<file path="config.mk">
export PLATFORM = sky130hd
export DESIGN_NAME = ov7670_capture332_flat
export DESIGN_NICKNAME = d
export VERILOG_FILES = /design/src/rtl/ov7670_capture332_if.sv /design/src/rtl/ov7670_capture332.sv /design/src/flat_wrapper.sv
export SDC_FILE = /design/constraint.sdc
export NUM_CORES = 1
export LEC_CHECK = 0
export ABC_CLOCK_PERIOD_IN_PS = 2600
export BUFFER_PORTS_ARGS = -buffer_cell sky130_fd_sc_hd__buf_2
export CAP_MARGIN = 20
export CORE_MARGIN = 1
export CORE_UTILIZATION = 49
export DETAILED_ROUTE_END_ITERATION = 16
export GPL_ROUTABILITY_DRIVEN = 0
export HOLD_SLACK_MARGIN = 0.06
export PLACE_DENSITY_LB_ADDON = 0.2
export REMOVE_ABC_BUFFERS = 1
export SLEW_MARGIN = 40
export SYNTH_ARGS = -nofsm -noshare
export SYNTH_HDL_FRONTEND = slang
export SYNTH_SLANG_ARGS = --single-unit
</file>
<file path="constraint.sdc">
create_clock -name pclk -period 2.6 [get_ports pclk]
set_input_delay 0.13 -clock pclk [delete_from_list [all_inputs] [get_ports pclk]]
set_output_delay 0.13 -clock pclk [all_outputs]
set_load 0.02 [all_outputs]
</file>
<file path="src/rtl/ov7670_capture332_if.sv">
// ov7670_capture332_if: frame-buffer write port between the capture stage and the frame buffer
// Ports: wr_addr pixel address, wr_data RGB332 pixel, wr_en one-cycle write strobe.
//   master = capture stage (drives), slave = frame buffer (receives).
interface ov7670_capture332_if #(
    parameter int ADDR_W = 17
);
    logic [ADDR_W-1:0] wr_addr;
    logic [7:0]        wr_data;
    logic              wr_en;
    modport master(output wr_addr, wr_data, wr_en);
    modport slave(input wr_addr, wr_data, wr_en);
endinterface

</file>
<file path="src/rtl/ov7670_capture332.sv">
// ov7670_capture332: OV7670 RGB444 byte capture, RGB332 packing and sequential frame-buffer writer
// Ports: pclk camera pixel clock; rst_n async active-low reset; enable capture permission sampled at
//   frame start; cam_vsync/cam_href/cam_d camera bus; fb frame-buffer write port (master);
//   frame_done end-of-frame pulse; pixel_count pixels written in last frame; overflow sticky.
module ov7670_capture332 #(
    parameter int FRAME_PIXELS = 76800,
    parameter int ADDR_W       = 17
) (
    input  logic                       pclk,
    input  logic                       rst_n,
    input  logic                       enable,
    input  logic                       cam_vsync,
    input  logic                       cam_href,
    input  logic [7:0]                 cam_d,
    ov7670_capture332_if.master        fb,
    output logic                       frame_done,
    output logic [ADDR_W-1:0]          pixel_count,
    output logic                       overflow
);
    typedef enum logic {IDLE, CAPTURE} state_t;
    localparam logic [ADDR_W-1:0] LAST = ADDR_W'(FRAME_PIXELS);
    state_t            state_q, state_d;
    logic              vs_q, hr_q, vs_p_q;
    logic [7:0]        d_q;
    logic              phase_q, phase_d;
    logic [2:0]        r_q, r_d;
    logic [ADDR_W-1:0] ptr_q, ptr_d, wr_addr_q, wr_addr_d, pixel_count_q, pixel_count_d;
    logic [7:0]        wr_data_q, wr_data_d;
    logic              wr_en_q, wr_en_d, frame_done_q, frame_done_d, overflow_q, overflow_d;
    logic              start, active, vs_rise, ph, pix, full;
    logic [ADDR_W-1:0] base;
    logic              unused_bits;
    assign unused_bits = ^{d_q[4], d_q[0]};
    always_comb begin
        start   = state_q == IDLE && vs_p_q && !vs_q && enable;
        active  = state_q == CAPTURE || start;
        vs_rise = state_q == CAPTURE && vs_q && !vs_p_q;
        // A frame start clears pointer and byte phase in the same cycle it may take the first byte.
        ph      = start ? 1'b0 : phase_q;
        base    = start ? '0 : ptr_q;
        full    = base == LAST;
        pix     = active && hr_q && ph;
        phase_d = active && !vs_rise && hr_q && !ph;
        r_d     = active && hr_q && !ph ? d_q[3:1] : r_q;
        wr_en_d = pix && !full;
        wr_addr_d = wr_en_d ? base : wr_addr_q;
        wr_data_d = wr_en_d ? {r_q, d_q[7:5], d_q[3:2]} : wr_data_q;
        ptr_d   = base + ADDR_W'(wr_en_d);
        overflow_d = overflow_q || (pix && full);
        state_d = vs_rise ? IDLE : active ? CAPTURE : IDLE;
        frame_done_d = vs_rise;
        // A pixel finishing on the vsync edge is already in ptr_d and thus counted.
        pixel_count_d = vs_rise ? ptr_d : pixel_count_q;
    end
    always_ff @(posedge pclk or negedge rst_n) begin
        if (!rst_n) begin
            vs_q          <= 1'b0;
            hr_q          <= 1'b0;
            d_q           <= '0;
            vs_p_q        <= 1'b0;
            state_q       <= IDLE;
            phase_q       <= 1'b0;
            r_q           <= '0;
            ptr_q         <= '0;
            wr_addr_q     <= '0;
            wr_data_q     <= '0;
            wr_en_q       <= 1'b0;
            frame_done_q  <= 1'b0;
            pixel_count_q <= '0;
            overflow_q    <= 1'b0;
        end else begin
            vs_q          <= cam_vsync;
            hr_q          <= cam_href;
            d_q           <= cam_d;
            vs_p_q        <= vs_q;
            state_q       <= state_d;
            phase_q       <= phase_d;
            r_q           <= r_d;
            ptr_q         <= ptr_d;
            wr_addr_q     <= wr_addr_d;
            wr_data_q     <= wr_data_d;
            wr_en_q       <= wr_en_d;
            frame_done_q  <= frame_done_d;
            pixel_count_q <= pixel_count_d;
            overflow_q    <= overflow_d;
        end
    end
    assign fb.wr_addr  = wr_addr_q;
    assign fb.wr_data  = wr_data_q;
    assign fb.wr_en    = wr_en_q;
    assign frame_done  = frame_done_q;
    assign pixel_count = pixel_count_q;
    assign overflow    = overflow_q;
endmodule

</file>
<file path="src/flat_wrapper.sv">
// flat-port wrapper written by rule: the top's interface ports become plain ports
module ov7670_capture332_flat 
#(
    parameter int FRAME_PIXELS = 76800,
    parameter int ADDR_W       = 17
)
  (pclk, rst_n, enable, cam_vsync, cam_href, cam_d, frame_done, pixel_count, overflow, fb_wr_addr, fb_wr_data, fb_wr_en);
  ov7670_capture332_if #(.ADDR_W(ADDR_W)) fb_i ();
  input  logic pclk;
  input  logic rst_n;
  input  logic enable;
  input  logic cam_vsync;
  input  logic cam_href;
  input  logic [7:0] cam_d;
  output logic frame_done;
  output logic [ADDR_W-1:0] pixel_count;
  output logic overflow;
  output wire logic [$bits(fb_i.wr_addr)-1:0] fb_wr_addr;
  output wire logic [$bits(fb_i.wr_data)-1:0] fb_wr_data;
  output wire logic [$bits(fb_i.wr_en)-1:0] fb_wr_en;
  assign fb_wr_addr = fb_i.wr_addr;
  assign fb_wr_data = fb_i.wr_data;
  assign fb_wr_en = fb_i.wr_en;
  ov7670_capture332 #(.FRAME_PIXELS(FRAME_PIXELS), .ADDR_W(ADDR_W)) u_core (.pclk(pclk), .rst_n(rst_n), .enable(enable), .cam_vsync(cam_vsync), .cam_href(cam_href), .cam_d(cam_d), .fb(fb_i), .frame_done(frame_done), .pixel_count(pixel_count), .overflow(overflow));
endmodule
</file>
==> metrics.md <==
| Metric | Value |
|---|---|
| Met3 GRT Util | `0.0539` |
| Die footprint | `6580 sq um` |
| Routed Antenna Nets | `0` |
| Wirelength per Cell | `15.1 um` |
| Async SR Flop Fraction | `1.00` |
| Final Setup Violations | `0` |
| Sequential power share | `0.458` |
| Kind of launch point of the worst setup path | `flip-flop` |
| Pin count of the biggest net entering global routing | `77` |
| Reg clk slew, reported paths | `0.08 ns` |
| H-tree Lvls | `3` |
| Area after DPL | `3470 sq um` |
| Slowest cell on crit path | `nor4_4` |
| Cell-internal power | `2.32 mW` |
| Busiest layer in global routing | `met2` |
| Post-route cell area | `3790 sq um` |
| Slew Limit Headroom | `0.558` |
| CP peak stage delay | `0.51 ns` |
| Synth area leaders | `dfrtp_1, mux2_2, nand2_1, a21o_1, nor2_1` |
| Setup tns final | `0 ns` |
| Synth-to-Final Area Change | `23.6%` |
| P_leak | `2.01 nW` |
| Pwr dens | `863 nW/um^2` |
| Yosys top cell area share | `0.620` |
| Vias per cell | `5.26` |
| Worst-Skew Late Latency | `0.34 ns` |
| Layout Nets | `345` |
| Initial Utilization | `0.512` |
| Die Y | `81.1 um` |
| Comb power frac | `0.223` |
| CTS tree | `built` |
| Sequential fraction of the synthesis area | `0.620` |
| Top-Level Pins | `58` |
| Final Hold Viols | `0` |
| Aggregate routed wire length | `6180 um` |
| Root buffer cell | `clkbuf_8` |
| CORE AREA | `5990 sq um` |
| PortBufs | `55` |
| Clock share of power | `0.319` |
| Mapped Cells | `254` |
| CTS max path bufs | `2` |
| Via count | `2157` |
| Crit-path cells | `nand4bb_1, buf_4, and2_1, ha_1, nand2_2, nor4_4, a21bo_2, a31oi_1` |
| Post-synth EDFFs | `0` |
| Global Route Usage Sum | `0.211` |
| # rows | `28` |
| Skew final | `0.00671 ns` |
| Netlist cell types | `43` |
| First-pass GRT wire length | `9980 um` |
| Xor/xnor share of the synthesized area | `0.0342` |
| Hpwl dp | `4070 um` |
| Worst min path class | `in2reg` |
| Unrepaired setup endpoints after global routing | `no` |
| Worst Path Arrival | `2.57 ns` |
| Synthesized flop and latch total | `76` |
| Status | `finished clean` |
| Detailed Routing Iterations Pass 1 | `4` |
| Syn avg cell area | `12.1 sq um` |
| Total CTS buffers | `9` |
| Final period util | `0.906` |
| Vias in the first global route | `2086` |
| Clk sinks | `76` |
| Initial antenna violation count | `0` |
| Most common cell after layout, fill and taps aside | `dfrtp_1` |
| Antenna diode count | `0` |
| Post-Synth Adder-Cell Area | `0.00815` |
| Worst Tran Pin Value | `0.663 ns` |
| Worst Setup Path Type | `reg2reg` |
| Mux contribution to synthesized area | `0.0652` |
| Largest family of logic cells by synthesized area | `simple AND/OR/NAND/NOR gates` |
| Global-route met2 utilization | `0.324` |
| Commonest cells after routing, fill and taps aside | `dfrtp_1, buf_2, nand2_1, nor2_1` |
| Top cell type by total area after synthesis | `dfrtp_1` |
| Maximum fanout along the worst path | `14` |
| Synth Area in Simple Gates | `0.161` |
| Share of cells above drive strength 1 | `0.304` |
| Met1 Use GR | `0.276` |
| First DRT Iteration DRCs | `158` |
| Gr ovfl total | `0` |
| Psw | `958 uW` |
| Compound-Gate Fraction of Synth Area | `0.0836` |
| CP required | `2.81 ns` |
| Die W | `81.1 um` |
| Yosys warnings | `0` |
| Tmin final | `2.36 ns` |
| Fmax | `0.424 GHz` |
| Ys flop type | `dfrtp_1` |
| Drc violations | `0` |
| Switching Fraction | `0.293` |
| Setup crit end kind | `flip-flop` |
| Fin. max-slew vios | `0` |
| Post-layout util | `0.633` |
| Maximum vdd drop | `0.588 mV` |
| Mapped Area | `3070 sq um` |
| Fillcell total | `508` |
| Maxcap violations | `0` |
-- layer usage --
| metal | share of wire | up-vias |
|---|---|---|
| li1 | - | 1042 |
| met1 | 0.46 | 1039 |
| met2 | 0.46 | 64 |
| met3 | 0.061 | 12 |
| met4 | 0.017 | 0 |
| met5 | 0 | - |
-- final timing paths --
kind	slack [ns]	cells after the start	start	to
max in group asynchronous	1.78	2	rst_n	u_core.pixel_count[14]$_DFFE_PN0P_
setup reg to reg	0.24	8	u_core.state_q$_DFF_PN0_	u_core.pixel_count[11]$_DFFE_PN0P_
hold reg to reg	0.42	0	u_core.vs_q$_DFF_PN0_	u_core.vs_p_q$_DFF_PN0_
hold / removal	0.35	3	enable	u_core.ptr_q[2]$_DFF_PN0_
setup / recovery	0.24	8	u_core.state_q$_DFF_PN0_	u_core.pixel_count[11]$_DFFE_PN0P_
min in group asynchronous	0.37	2	rst_n	u_core.fb.wr_addr[8]$_DFFE_PN0P_
-- per-stage QoR --
| stage | setup WS [ns] | cells | total power [mW] | hold slack, ns |
|---|---|---|---|---|
| floorplan | 0.0251 | 243 | 1.97 | -0.166 |
| global placement | 0.195 | 385 | 2.23 | 0.238 |
| detailed placement | 0.173 | 385 | 2.26 | 0.200 |
| CTS | 0.148 | 410 | 3.31 | 0.346 |
| global route | 0.0518 | 410 | 3.44 | 0.373 |
| finish | 0.244 | 410 | 3.27 | 0.352 |
-- registers in the layout (all words and copies together), names as in the netlist, 3 cells and up --
name                flops
u_core.d_q              6
u_core.r_q              3
u_core.fb.wr_addr      17
u_core.pixel_count     17
u_core.ptr_q           17
u_core.fb.wr_data       8
-- cell type report --
| cell class | count | area, sq um | share of cell area |
|---|---|---|---|
| inverters | 6 | 22.5 | 0.00594 |
| flip-flops and latches | 76 | 1900 | 0.501 |
| clock inverters | 5 | 100 | 0.0264 |
| multi-input cells | 161 | 1080 | 0.285 |
| well taps | 75 | 93.8 | 0.0247 |
| repair buffers | 76 | 462 | 0.122 |
| clock buffers | 11 | 131 | 0.0346 |
-- power groups by stage --
stage | clock network (mW) | registers, mW | logic (mW)
5_1_grt | 1.11 | 1.53 | 0.803
2_1_floorplan | 0 | 1.71 | 0.263
6_report | 1.04 | 1.50 | 0.730
3_3_place_gp | 0 | 1.51 | 0.716
4_1_cts | 1.06 | 1.50 | 0.744
3_5_place_dp | 0 | 1.52 | 0.732
-- cells in the mapped netlist (2+ instances only) --
library cell / number
a21o_1: 12
a22o_1: 2
a31o_2: 2
a31oi_1: 4
and2_1: 2
and3_1: 7
and4bb_1: 2
buf_2: 3
buf_6: 2
clkbuf_1: 4
dfrtp_1: 76
ha_1: 2
inv_1: 5
mux2_1: 4
mux2_2: 12
mux2i_1: 2
nand2_1: 26
nand3_1: 8
nand4_1: 7
nor2_1: 24
nor3_1: 7
nor4_1: 3
o21ai_0: 7
o31ai_1: 2
xnor2_1: 8
xor2_1: 4
-- timing repair --
action	CTS	global route
endpoints found under the setup margin	0	7
gates resized for setup	0	1
hold endpoints to repair	84	0
hold buffers	9	0
setup buffers	0	0
-- cell families (layout without fill, tap and decap cells) --
group	after synthesis	count (layout)
flip-flops	76	76
adder cells (fa/ha/maj)	2	2
multiplexers	18	18
AO/OA/AOI/OAI	35	35
XOR/XNOR	12	12
buffers and inverters	17	98
AND/OR/NAND/NOR	94	94
-- worst max-delay path: cells and delay by family, from the launching register on --
kind            cells  cell delay, ns
simple gates        4            1.07
flops               1            0.43
compound gates      2            0.29
buf+inv             1            0.23
fa+ha+maj           1            0.22
Note: power is estimated with default switching activity, not from simulation.
